`src/rtl/mod_74x163_n.sv`:
```
// rtl/mod_74x163_n.sv - WIDTH-bit counter of cascaded 74x163 slices with clear, load, ENP/ENT and ripple carries
// Optional down counting with the DN port when MOD_74X163_N_UPDOWN_EN is defined.
module mod_74x163_n #(
  parameter int WIDTH  = 8,
  parameter int SLICES = WIDTH / 4
) (
  input  logic              CLK,
  input  logic              RST,
  input  logic              CLR_N,
  input  logic              LOAD_N,
  input  logic              ENP,
  input  logic              ENT,
`ifdef MOD_74X163_N_UPDOWN_EN
  input  logic              DN,
`endif
  input  logic [WIDTH-1:0]  D,
  output logic [WIDTH-1:0]  Q,
  output logic [SLICES-1:0] CO,
  output logic              RCO,
  output logic              WRAP
);

  generate
    if ((WIDTH < 4) || (WIDTH % 4 != 0) || (SLICES != WIDTH / 4)) begin : g_bad_width
      $error("mod_74x163_n: WIDTH must be a multiple of 4 and at least 4");
    end
  endgenerate

  logic              dn;
  logic [WIDTH-1:0]  q_q, q_d;
  logic              wrap_q, wrap_d;
  logic [WIDTH-1:0]  cnt_nxt;
  logic [SLICES-1:0] co_c;
  logic [3:0]        slice_v;
  logic              carry;
  logic              term;

`ifdef MOD_74X163_N_UPDOWN_EN
  assign dn = DN;
`else
  assign dn = 1'b0;
`endif

  // Each slice steps only when every lower slice sits at its terminal value,
  // so the cascade behaves as one WIDTH-bit increment/decrement.
  always_comb begin
    cnt_nxt = q_q;
    co_c    = '0;
    carry   = ENT;
    slice_v = 4'h0;
    term    = 1'b0;
    for (int k = 0; k < SLICES; k++) begin
      slice_v = q_q[4*k +: 4];
      term    = dn ? (slice_v == 4'h0) : (slice_v == 4'hF);
      if (ENP && carry) begin
        cnt_nxt[4*k +: 4] = dn ? (slice_v - 4'd1) : (slice_v + 4'd1);
      end
      carry   = carry & term;
      co_c[k] = carry;
    end
  end

  always_comb begin
    q_d    = q_q;
    wrap_d = 1'b0;
    if (!CLR_N) begin
      q_d = '0;
    end else if (!LOAD_N) begin
      q_d = D;
    end else if (ENP && ENT) begin
      q_d    = cnt_nxt;
      wrap_d = co_c[SLICES-1];
    end
  end

  always_ff @(posedge CLK) begin
    if (RST) begin
      q_q    <= '0;
      wrap_q <= 1'b0;
    end else begin
      q_q    <= q_d;
      wrap_q <= wrap_d;
    end
  end

  assign Q    = q_q;
  assign CO   = co_c;
  assign RCO  = co_c[SLICES-1];
  assign WRAP = wrap_q;

endmodule
```
`config.mk`:
```
export PLATFORM = sky130hd
export DESIGN_NAME = mod_74x163_n
export DESIGN_NICKNAME = d
export VERILOG_FILES = /design/src/rtl/mod_74x163_n.sv
export SDC_FILE = /design/constraint.sdc
export NUM_CORES = 1
export LEC_CHECK = 0
export CAP_MARGIN = 5
export CELL_PAD_IN_SITES_DETAIL_PLACEMENT = 0
export CELL_PAD_IN_SITES_GLOBAL_PLACEMENT = 1
export CORE_UTILIZATION = 25
export DETAILED_ROUTE_END_ITERATION = 12
export PLACE_DENSITY_LB_ADDON = 0.1
export SKIP_LAST_GASP = 1
export SYNTH_ARGS = -nofsm -noshare
export SYNTH_HDL_FRONTEND = slang
export SYNTH_SLANG_ARGS = --single-unit
```
`constraint.sdc`:
```
create_clock -name CLK -period 1.6 [get_ports CLK]
set_input_delay 0.32 -clock CLK [delete_from_list [all_inputs] [get_ports CLK]]
set_output_delay 0.32 -clock CLK [all_outputs]
set_load 0.1 [all_outputs]
```
==> impl_metrics.xml <==
<?xml version="1.0" encoding="UTF-8"?>
<metrics>
  <group name="cts">
    <metric name="numCtsBuffers" unit="">3</metric>
    <metric name="clock_pin_slew_on_the_worst_setup_and_hold_paths" unit="ps">60</metric>
    <metric name="cts.hold.buffers_added" unit="">0</metric>
    <metric name="clock_tree.root_cell" unit="">sky130_fd_sc_hd__clkbuf_4</metric>
    <metric name="clock_sink_count" unit="">9</metric>
    <metric name="insertion_delay" unit="ps">250</metric>
    <metric name="htreeDepth" unit="">1</metric>
    <metric name="max-clock-path-buffers" unit="">2</metric>
    <metric name="cts_tree" unit="">built</metric>
  </group>
  <group name="logic_synthesis">
    <metric name="ys_warnings" unit="">0</metric>
    <metric name="synth_top_cells_by_area" unit="">sky130_fd_sc_hd__dfxtp_1 38%, sky130_fd_sc_hd__o21ai_0 12%, sky130_fd_sc_hd__nand3_1 7.4%</metric>
    <metric name="post_synth_inst_count" unit="">59</metric>
    <metric name="synthesis.area" unit="um^2">470</metric>
    <metric name="synth_seq_area_share" unit="%">38.3</metric>
    <metric name="synth_largest_type_area_fraction" unit="%">38.3</metric>
    <metric name="post_synth.cell_area_avg" unit="um^2">7.97</metric>
    <metric name="yosysTopAreaCell" unit="">sky130_fd_sc_hd__dfxtp_1</metric>
    <metric name="synthDistinctLibCells" unit="">21</metric>
    <metric name="synthesis.nets" unit="">75</metric>
    <metric name="ys_ff_latch" unit="">9</metric>
  </group>
  <group name="hold_path">
    <metric name="whs_endpoint" unit="">Q[5]</metric>
    <metric name="hold-path-cell-count" unit="">2</metric>
    <metric name="type_of_the_worst_min_delay_path" unit="">register to register</metric>
    <metric name="hold_path.startpoint" unit="">Q[5]</metric>
  </group>
  <group name="placed_design">
    <metric name="io_buffers" unit="">25</metric>
    <metric name="dpl-instance-area" unit="um^2">946</metric>
    <metric name="globalplace.congestion" unit="">0.758</metric>
    <metric name="hpwlAfterDp" unit="um">972</metric>
    <metric name="pre_cts_slack" unit="ps">-139</metric>
  </group>
  <group name="setup_path">
    <metric name="regToRegStartpoint" unit="">Q[1]</metric>
    <metric name="critPathKind" unit="">register to primary output</metric>
    <metric name="worst_setup_path_end_kind" unit="">primary output</metric>
    <metric name="ff2ff_setup_slack" unit="ps">160</metric>
    <metric name="critPathArrivalTime" unit="ps">1320</metric>
    <metric name="reg2reg_to" unit="">Q[6]</metric>
    <metric name="worst_ep_required_time" unit="ps">1280</metric>
    <metric name="critical_path_cell_by_cell" unit="">ha_1 -&gt; nand3_1 -&gt; nor2_4 -&gt; buf_12</metric>
    <metric name="critPathLaunchType" unit="">register</metric>
    <metric name="critical_path_buffers_and_inverters" unit="">1</metric>
    <metric name="critPathMaxFanout" unit="">5</metric>
    <metric name="critical-path-top-delay-family" unit="">flip-flops</metric>
    <metric name="r2r_cells" unit="">6</metric>
    <metric name="max_stage_delay" unit="ps">380</metric>
    <metric name="crit_path_top_delay_cell" unit="">sky130_fd_sc_hd__dfxtp_4</metric>
  </group>
  <group name="job">
    <metric name="drv.max_cap_violation_count" unit="">0</metric>
  </group>
  <group name="timing">
    <metric name="period_needed" unit="ps">1640</metric>
    <metric name="setup_repair_after_global_routing_missed_its_margin" unit="">yes</metric>
    <metric name="setup_violations" unit="">2</metric>
    <metric name="post-route-worst-setup-slack" unit="ps">-38.3</metric>
    <metric name="timing.final.hold_violations" unit="">0</metric>
    <metric name="max_clock_freq" unit="GHz">0.610</metric>
    <metric name="clock-skew-final" unit="ps">0.667</metric>
    <metric name="worst_slew_margin_rel" unit="%">87.0</metric>
    <metric name="final_min_period_over_clock_period" unit="%">102</metric>
    <metric name="transition_time_at_the_pin_with_the_least_slew_margin" unit="ps">194</metric>
    <metric name="final-max-slew-violation-count" unit="">0</metric>
  </group>
  <group name="detailed_routing">
    <metric name="dr.pass1.iters" unit="">4</metric>
    <metric name="total_wirelength" unit="mm">1.30</metric>
    <metric name="drt_first_iter_violations" unit="">14</metric>
    <metric name="remaining_routing_drc_violations" unit="">0</metric>
    <metric name="routed_via_density" unit="">4.63</metric>
    <metric name="drt.antenna.violating_nets" unit="">0</metric>
    <metric name="vias" unit="">560</metric>
    <metric name="wl_per_cell" unit="um">10.8</metric>
  </group>
  <group name="status">
    <metric name="run_status" unit="">finished, violations left</metric>
    <metric name="violations" unit="">setup timing</metric>
  </group>
  <group name="grt">
    <metric name="grt-ovfl-total" unit="">0</metric>
    <metric name="grt_antenna_before_repair" unit="">0</metric>
    <metric name="grt_max_degree" unit="">18</metric>
    <metric name="first_pass_grt_wire_length" unit="mm">2.06</metric>
    <metric name="vias_in_the_first_global_route" unit="">466</metric>
    <metric name="grt_use_total" unit="%">14.3</metric>
  </group>
  <group name="floorplanning">
    <metric name="core-area" unit="um^2">1750</metric>
    <metric name="die_w" unit="um">45.4</metric>
    <metric name="num_rows" unit="">15</metric>
    <metric name="initial_core_util" unit="%">27.0</metric>
    <metric name="vertical_die_dimension" unit="um">45.4</metric>
    <metric name="floorplan.die_area" unit="um^2">2060</metric>
    <metric name="pin_count" unit="">26</metric>
  </group>
  <group name="cells_and_area">
    <metric name="post-route-cell-area" unit="um^2">1010</metric>
    <metric name="most-common-layout-cells" unit="">12 x sky130_fd_sc_hd__clkdlybuf4s50_1, 12 x sky130_fd_sc_hd__buf_12, 11 x sky130_fd_sc_hd__o21ai_0, 11 x sky130_fd_sc_hd__buf_4, 7 x sky130_fd_sc_hd__nand3_1</metric>
    <metric name="diodes" unit="">0</metric>
    <metric name="nNetsFinal" unit="">113</metric>
    <metric name="drive_above_1_share" unit="%">37.5</metric>
    <metric name="area_growth_syn_to_layout" unit="%">114</metric>
  </group>
  <group name="power_and_ir_drop">
    <metric name="cellLeakagePower" unit="nW">0.380</metric>
    <metric name="ir_worst_vdd" unit="V">0.000360</metric>
    <metric name="power_density" unit="nW/um^2">598</metric>
    <metric name="post-layout-total-power" unit="uW">603</metric>
  </group>
</metrics>
-- metal layers --
layer	up-vias	global-route usage, %	part of all wire, %
met4	0	7.27	1.1
met3	2	2.38	4.1
met1	245	20.4	48
met2	19	20.3	47
met5	-	0	0
li1	294	-	-
-- tightest hold or removal path: cells and delay by family, from the launching register on --
family / cells / cell delay, ps
AOI/OAI and AO/OA: 2 / 140
DFF: 1 / 360
-- what timing repair did --
action | 4_1_cts | 5_1_grt
resized for setup | 1 | 0
endpoints found under the setup margin | 3 | 3
setup buffers | 4 | 1
pin swaps | 3 | 3
-- synthesized netlist by cell type, drive strengths merged --
cell type and number:
buf 2, o21a 1, nor2 4, or3 4, nand4 2, inv 1
nor2b 1, nand3 7, and3 1, nand2 2, clkbuf 1, a21oi 2
dfxtp 9, a211oi 1, ha 2, xor2 2, o21ai 11, nand2b 1
a311oi 1, a31oi 4
-- area by class of cell --
cell class	instances	area [um^2]
Sequential cell	9	205
Fill cell	152	737
Timing Repair Buffer	36	452
Inverter	1	3.75
Clock buffer	4	26.3
Multi-Input combinational cell	46	290
Tap cell	25	31.3
-- registers in the layout, summed over array words and instances (netlist names) --
name	flops
Q	8
WRAP	1
-- cells by family (layout without fill, tap and decap cells) --
kind of cell,after synthesis,after routing,share of synthesized area [%]
simple gates,22,22,24.2
flops,9,9,38.3
fa+ha+maj,2,2,5.32
buf+inv,4,41,4.25
compound gates,20,20,24.2
xor+xnor,2,2,3.72
-- where the power goes --
part	switching, mW	leakage, nW	internal (mW)	total, mW
logic	0.101	0.286	0.0850	0.186
clock network	0.0801	0.0150	0.0960	0.176
registers	0.0134	0.0787	0.228	0.242
-- stage by stage --
stage	TNS, ps	std cells	util [%]	hold slack, ps
2_1_floorplan	-1130	59	-	482
6_report	-76.1	121	57.8	530
3_3_place_gp	-530	112	54.2	516
5_1_grt	-303	121	57.8	563
3_5_place_dp	-618	112	54.2	524
4_1_cts	-155	120	57.3	535
-- worst max-delay path by stage --
stage                     startpoint     to  slack [ps]  cells past startpoint
final                           Q[4]  CO[1]         -40                      4
after global routing            Q[0]  CO[1]        -130                      4
after CTS                       Q[0]  CO[1]         -80                      4
after detailed placement         ENT  CO[1]        -140                      4
after global placement           ENT  CO[1]        -120                      4
after floorplan                 Q[0]  CO[1]        -460                      4
No activity file was read; power rests on OpenSTA's default activity.
